`src/rtl/i2f_seq_pkg.sv`:
```
// Shared constants and state encoding for the sequential integer-to-float
// converter.
package i2f_seq_pkg;

  localparam int NUBITS_DEF = 32;
  localparam int NBMANT_DEF = 23;
  localparam int NBEXPO_DEF = 8;

  localparam int F_BIAS   = 2 ** (NBEXPO_DEF - 1) - 1;
  localparam int MANT_MSB = NUBITS_DEF - 2;

  typedef enum logic [1:0] {
    IDLE = 2'd0,
    NORM = 2'd1,
    PACK = 2'd2
  } state_t;

  function automatic int bias_of(input int nbexpo);
    return (1 << (nbexpo - 1)) - 1;
  endfunction

endpackage

```
`src/rtl/i2f_seq_if.sv`:
```
// Start/busy/done handshake and operand/result bus of the converter.
interface i2f_seq_if #(
  parameter int NUBITS = 32
);
  logic              start;
  logic [NUBITS-1:0] in;
  logic [NUBITS-1:0] out;
  logic              busy;
  logic              done;

  modport master (output start, in, input out, busy, done);
  modport slave  (input start, in, output out, busy, done);
endinterface

```
`src/rtl/i2f_pack.sv`:
```
// Combinational packer: assembles {sign, exponent, mantissa} or forces zero.
module i2f_pack
  import i2f_seq_pkg::*;
#(
  parameter int NUBITS = NUBITS_DEF,
  parameter int NBEXPO = NBEXPO_DEF,
  parameter int NBMANT = NBMANT_DEF
) (
  input  logic              sign,
  input  logic [NBEXPO-1:0] exp,
  input  logic [NBMANT-1:0] mant,
  input  logic              zflag,
  output logic [NUBITS-1:0] word
);

  // Zero input bypasses the fields entirely, so negative zero cannot occur.
  always_comb begin
    word = '0;
    if (!zflag) begin
      word = {sign, exp, mant};
    end
  end

endmodule

```
`src/rtl/i2f_seq.sv`:
```
// Sequential signed-integer to float converter; normalises with one left
// shift per cycle and truncates the magnitude into the mantissa.
module i2f_seq
  import i2f_seq_pkg::*;
#(
  parameter int NUBITS = NUBITS_DEF,
  parameter int NBMANT = NBMANT_DEF,
  parameter int NBEXPO = NBEXPO_DEF
) (
  input  logic      clk,
  input  logic      rst,
  i2f_seq_if.slave  bus
);

  localparam logic [NBEXPO-1:0] EXP_INIT = NBEXPO'(bias_of(NBEXPO) + NUBITS - 1);

  state_t              state;
  state_t              state_nxt;
  logic [NUBITS-1:0]   mag;
  logic [NUBITS-1:0]   in_abs;
  logic [NBEXPO-1:0]   exp;
  logic                sign;
  logic                zflag;
  logic [NUBITS-1:0]   out_q;
  logic                done_q;
  logic [NBMANT-1:0]   mant;
  logic [NUBITS-1:0]   packed_word;

  // Unsigned magnitude; the most negative value maps onto itself without overflow.
  assign in_abs = bus.in[NUBITS-1] ? (~bus.in + 1'b1) : bus.in;
  assign mant   = mag[NUBITS-2 -: NBMANT];

  always_ff @(posedge clk or negedge rst) begin
    if (!rst) begin
      state <= IDLE;
    end else begin
      state <= state_nxt;
    end
  end

  always_comb begin
    state_nxt = state;
    case (state)
      IDLE: begin
        if (bus.start) begin
          state_nxt = (bus.in == '0) ? PACK : NORM;
        end
      end
      NORM: begin
        if (mag[NUBITS-1]) begin
          state_nxt = PACK;
        end
      end
      PACK:    state_nxt = IDLE;
      default: state_nxt = IDLE;
    endcase
  end

  always_ff @(posedge clk or negedge rst) begin
    if (!rst) begin
      mag    <= '0;
      exp    <= '0;
      sign   <= 1'b0;
      zflag  <= 1'b0;
      out_q  <= '0;
      done_q <= 1'b0;
    end else begin
      done_q <= (state == PACK);
      case (state)
        IDLE: begin
          if (bus.start) begin
            sign  <= bus.in[NUBITS-1];
            mag   <= in_abs;
            exp   <= EXP_INIT;
            zflag <= (bus.in == '0);
          end
        end
        NORM: begin
          if (!mag[NUBITS-1]) begin
            mag <= mag << 1;
            exp <= exp - 1'b1;
          end
        end
        PACK: begin
          out_q <= packed_word;
        end
        default: begin
        end
      endcase
    end
  end

  i2f_pack #(
    .NUBITS (NUBITS),
    .NBEXPO (NBEXPO),
    .NBMANT (NBMANT)
  ) u_pack (
    .sign  (sign),
    .exp   (exp),
    .mant  (mant),
    .zflag (zflag),
    .word  (packed_word)
  );

  assign bus.out  = out_q;
  assign bus.busy = (state != IDLE);
  assign bus.done = done_q;

endmodule

```
`src/flat_wrapper.sv`:
```
// flat-port wrapper written by rule: the top's interface ports become plain ports
module i2f_seq_flat import i2f_seq_pkg::*;
#(
  parameter int NUBITS = NUBITS_DEF,
  parameter int NBMANT = NBMANT_DEF,
  parameter int NBEXPO = NBEXPO_DEF
)
  (clk, rst, bus_start, bus_in, bus_out, bus_busy, bus_done);
  i2f_seq_if #(.NUBITS(NUBITS)) bus_i ();
  input  logic clk;
  input  logic rst;
  input wire logic [$bits(bus_i.start)-1:0] bus_start;
  input wire logic [$bits(bus_i.in)-1:0] bus_in;
  output wire logic [$bits(bus_i.out)-1:0] bus_out;
  output wire logic [$bits(bus_i.busy)-1:0] bus_busy;
  output wire logic [$bits(bus_i.done)-1:0] bus_done;
  assign bus_i.start = bus_start;
  assign bus_i.in = bus_in;
  assign bus_out = bus_i.out;
  assign bus_busy = bus_i.busy;
  assign bus_done = bus_i.done;
  i2f_seq #(.NUBITS(NUBITS), .NBMANT(NBMANT), .NBEXPO(NBEXPO)) u_core (.clk(clk), .rst(rst), .bus(bus_i));
endmodule
```
`config.mk`:
```
export PLATFORM = sky130hd
export DESIGN_NAME = i2f_seq_flat
export DESIGN_NICKNAME = d
export VERILOG_FILES = /design/src/rtl/i2f_seq_pkg.sv /design/src/rtl/i2f_seq_if.sv /design/src/rtl/i2f_pack.sv /design/src/rtl/i2f_seq.sv /design/src/flat_wrapper.sv
export SDC_FILE = /design/constraint.sdc
export NUM_CORES = 1
export LEC_CHECK = 0
export CORE_MARGIN = 5
export CORE_UTILIZATION = 45
export DETAILED_ROUTE_END_ITERATION = 16
export PLACE_DENSITY = 0.72
export SLEW_MARGIN = 25
export SYNTH_ARGS = -nofsm -noshare
export SYNTH_HDL_FRONTEND = slang
export SYNTH_HIERARCHICAL = 1
export SYNTH_SLANG_ARGS = --single-unit
```
`constraint.sdc`:
```
create_clock -name clk -period 4.8 [get_ports clk]
set_input_delay 0.96 -clock clk [delete_from_list [all_inputs] [get_ports clk]]
set_output_delay 0.96 -clock clk [all_outputs]
set_load 0.01 [all_outputs]
```
==> results by group <==
Run status
  • Outcome: finished clean

Timing
  • Worst Tran Pin Value: 0.853 ns
  • Final worst path period need: 3.13 ns
  • # setup viols final: 0
  • Slew headroom: 42.9%
  • Final Skew: 0.0121 ns
  • Fmax: ~320 MHz
  • Min setup slack post-route: about 1.7 ns
  • RSZ-0062 raised after global routing: no
  • Tcrit/Tclk final: 65.3%
  • Final Max Tran Viols: 0
  • Post-route setup TNS: 0 ns
  • Final Hold Viols: 0

Power
  • Gate power share: 41.1%
  • Switching Fraction: 33.7%
  • Clock share of power: approximately a fifth
  • Int Pwr: about 1.9 mW
  • NetSw: 0.974 mW
  • Peak supply drop: 260 uV
  • Pwr dens: 560 nW/um^2
  • Sequential group share of total power: approximately two fifths
  • Total power: 2.89 mW
  • Pleak: 2.03 nW

Worst setup path
  • Top Family by Delay on Critical Path: simple AND/OR/NAND/NOR gates
  • Buffers & Inverters on Critical Path: 2
  • Worst setup EP type: flip-flop
  • Type of origin of the critical path: input port
  • Worst Path Required: 5.03 ns
  • Slowest Stage Delay on Critical Path: 0.57 ns
  • Crit path max fanout: 13
  • Crit path kind: input port to flip-flop
  • CP Data Arrival Time: between 3 and 4 ns
  • CP max stage cell: or4_4
  • FF-to-FF Start: u_core/state[1]
  • CP startpoint: bus_in[0]
  • CP Cell Sequence: clkdlybuf4s50_1 > inv_1 > ha_1 > or3b_1 > or4_4 > nor4b_1 > mux2i_1 > o21ai_1

GRT
  • Largest net degree at the start of global routing: 78
  • Global-route wire length before repair: ~16 mm
  • Initial antenna violation count: 0
  • Gr ovfl total: 0
  • Vias in the first global route: 3258
  • GRT Util Overall: between 10% and 20%

Die
  • Die X: 106 um
  • Initial core utilization: 45.6%
  • Number of core rows: 35
  • Core ar.: between 9000 and 10000 um^2
  • DIE HEIGHT: ~110 um
  • I/O pins: 69
  • Die footprint: approximately 11000 um^2

Place
  • Post-DP HPWL: roughly 6.6 mm
  • Pre-CTS setup slack: 1.33 ns
  • Port Buffers: 68
  • Placer Congestion: 0.887

Hold path
  • Min-delay worst type: flip-flop to flip-flop
  • Worst Hold Launch: u_core/mag[0]

Synthesis
  • Count of different cell masters after synthesis: 50
  • FF+latch count, synth: 77
  • Mean post-synth cell area: 10.3 um^2
  • Yosys warnings: 6
  • Syn Nets: about 440
  • Number of flops mapped to enable cells by yosys: 0
  • Post-Syn Instances: ~400
  • Register area share after synthesis: 46.4%
  • Syn Std Cell Area: just over 4000 um^2
  • Post-synth ARST share: 100%
  • Top FF cell, synth: dfrtp_1

Routing
  • DRC viols: 0
  • Via count: 3301
  • Vias per cell: approximately 5.7
  • 1st-pass router iterations: 5
  • WL/cell: around 17 um
  • Post-DRT Antenna Nets: 0
  • 1st-iter DRT viols: 258
  • Final Routed Wirelength: between 9 and 10 mm

Layout
  • Diode count: 0
  • Area of the multi-input gates: 2100 um^2
  • Share of cells above drive strength 1: 14.7%
  • Area grow syn2layout: 24.5%
  • FF+latch area: 1930 um^2
  • Nets: 501
  • Most common cell after layout, fill and taps aside: dfrtp_1
  • Fillers: 787
  • Most frequent cells in the layout: dfrtp_1 (76), clkdlybuf4s50_1 (67), nor2b_1 (46), nand2_1 (36), mux2_2 (32)

Job
  • Max capacitance violation total: 0

Clocking
  • Clock tree from TritonCTS: done
  • CTS Root Cell: clkbuf_8
  • Post-CTS Hold Buffers: 0
  • Postcts setup bufs: 0
  • CTS buffer count: 9
  • Worst-skew pair later-pin latency: 0.36 ns
  • Cts repair resizes: 0
  • H-tree depth: 3
  • Clk buf depth: 2
  • CTS sink count: between 70 and 80
  • Clock transition at path regs: 0.08 ns
[path summary, 6_finish.rpt]
kind	end	slack [ns]	cells past startpoint
hold reg to reg	u_core/mag[0]	0.49	2
setup / recovery	u_core/mag[28]	1.67	8
max in group asynchronous	u_core/zflag	3.69	1
setup reg to reg	u_core/mag[24]	2.27	6
min in group asynchronous	u_core/bus.out[30]	0.62	1
hold / removal	u_core/mag[0]	0.49	2
[cell families after synthesis]
group,count (synthesis),share of synthesized area [%]
adders and majority gates,2,0.603
xor gates and xnor gates,19,4.01
muxes,46,12.1
buffers and inverters,30,3.19
DFF,77,46.4
and+or+nand+nor,146,19.6
AOI/OAI and AO/OA,82,14.2
[registers in the layout (all words and copies together) (netlist names)]
signal,cells
u_core/bus.done,1
u_core/bus.out,32
u_core/exp,8
u_core/mag,32
u_core/sign,1
u_core/state,2
u_core/zflag,1
[worst register-to-register path, delay by kind of cell (launching register included)]
kind / cells / cell delay, ns
simple gates: 2 / 0.82
buf+inv: 2 / 0.63
compound gates: 2 / 0.53
flops: 1 / 0.44
[power by group through the flow]
stage / clock network (mW) / registers, mW / logic, mW
floorplan: 0 / 1.13 / 0.689
CTS: 0.611 / 1.11 / 1.20
finish: 0.601 / 1.10 / 1.19
global route: 0.644 / 1.14 / 1.30
detailed placement: 0 / 1.12 / 1.19
global placement: 0 / 1.11 / 1.16
[per-stage QoR]
step | utilization [%] | hold WS [ns] | cells | instance area [um^2]
floorplan | - | 0.439 | 402 | 4150
global placement | 54.0 | 0.452 | 564 | 4920
detailed placement | 54.0 | 0.465 | 564 | 4920
CTS | 56.7 | 0.485 | 580 | 5160
global route | 56.8 | 0.519 | 580 | 5170
finish | 56.8 | 0.486 | 580 | 5170
[per-layer routing]
| metal | GRT usage [%] | wire length (um) | vias to the layer above |
|---|---|---|---|
| li1 | - | - | 1570 |
| met1 | 22.7 | 4350 | 1631 |
| met2 | 28.5 | 4650 | 94 |
| met3 | 4.92 | 524 | 6 |
| met4 | 5.55 | 98 | 0 |
| met5 | 0 | 0 | - |
[cell type report]
cell class / instances / share of cell area (%)
clock buffer: 9 / 2.40
timing repair buffer: 75 / 14.2
multi-input combinational: 295 / 40.6
inverter: 6 / 0.436
tap: 111 / 2.69
clock inverter: 7 / 2.37
sequential: 77 / 37.3
[synthesized netlist by cell type (2+ instances only)]
master,n,share of area (%)
nand2_1,36,3.3
dfrtp_1,77,46
inv_1,6,0.54
a22o_1,4,0.84
nand3_1,6,0.72
nand3b_1,2,0.36
nor3b_1,2,0.36
clkbuf_1,18,1.6
or4_1,2,0.36
nand4_1,3,0.45
nor2b_1,47,7.1
xor2_1,12,2.5
nand2b_1,4,0.60
mux2i_1,14,3.4
o31ai_1,5,0.90
nor4_2,2,0.60
o21ai_1,2,0.24
mux2_2,32,8.7
o211ai_1,9,1.6
a21oi_1,7,0.84
xnor2_1,7,1.5
nor4_1,5,0.75
o22ai_1,2,0.30
ha_1,2,0.60
nor2_1,15,1.4
a22oi_1,22,4.0
o41ai_1,3,0.63
o21ai_0,19,2.3
or3_1,3,0.45
buf_4,3,0.54
nor3_1,12,1.4
No activity file was read; power rests on OpenSTA's default activity.
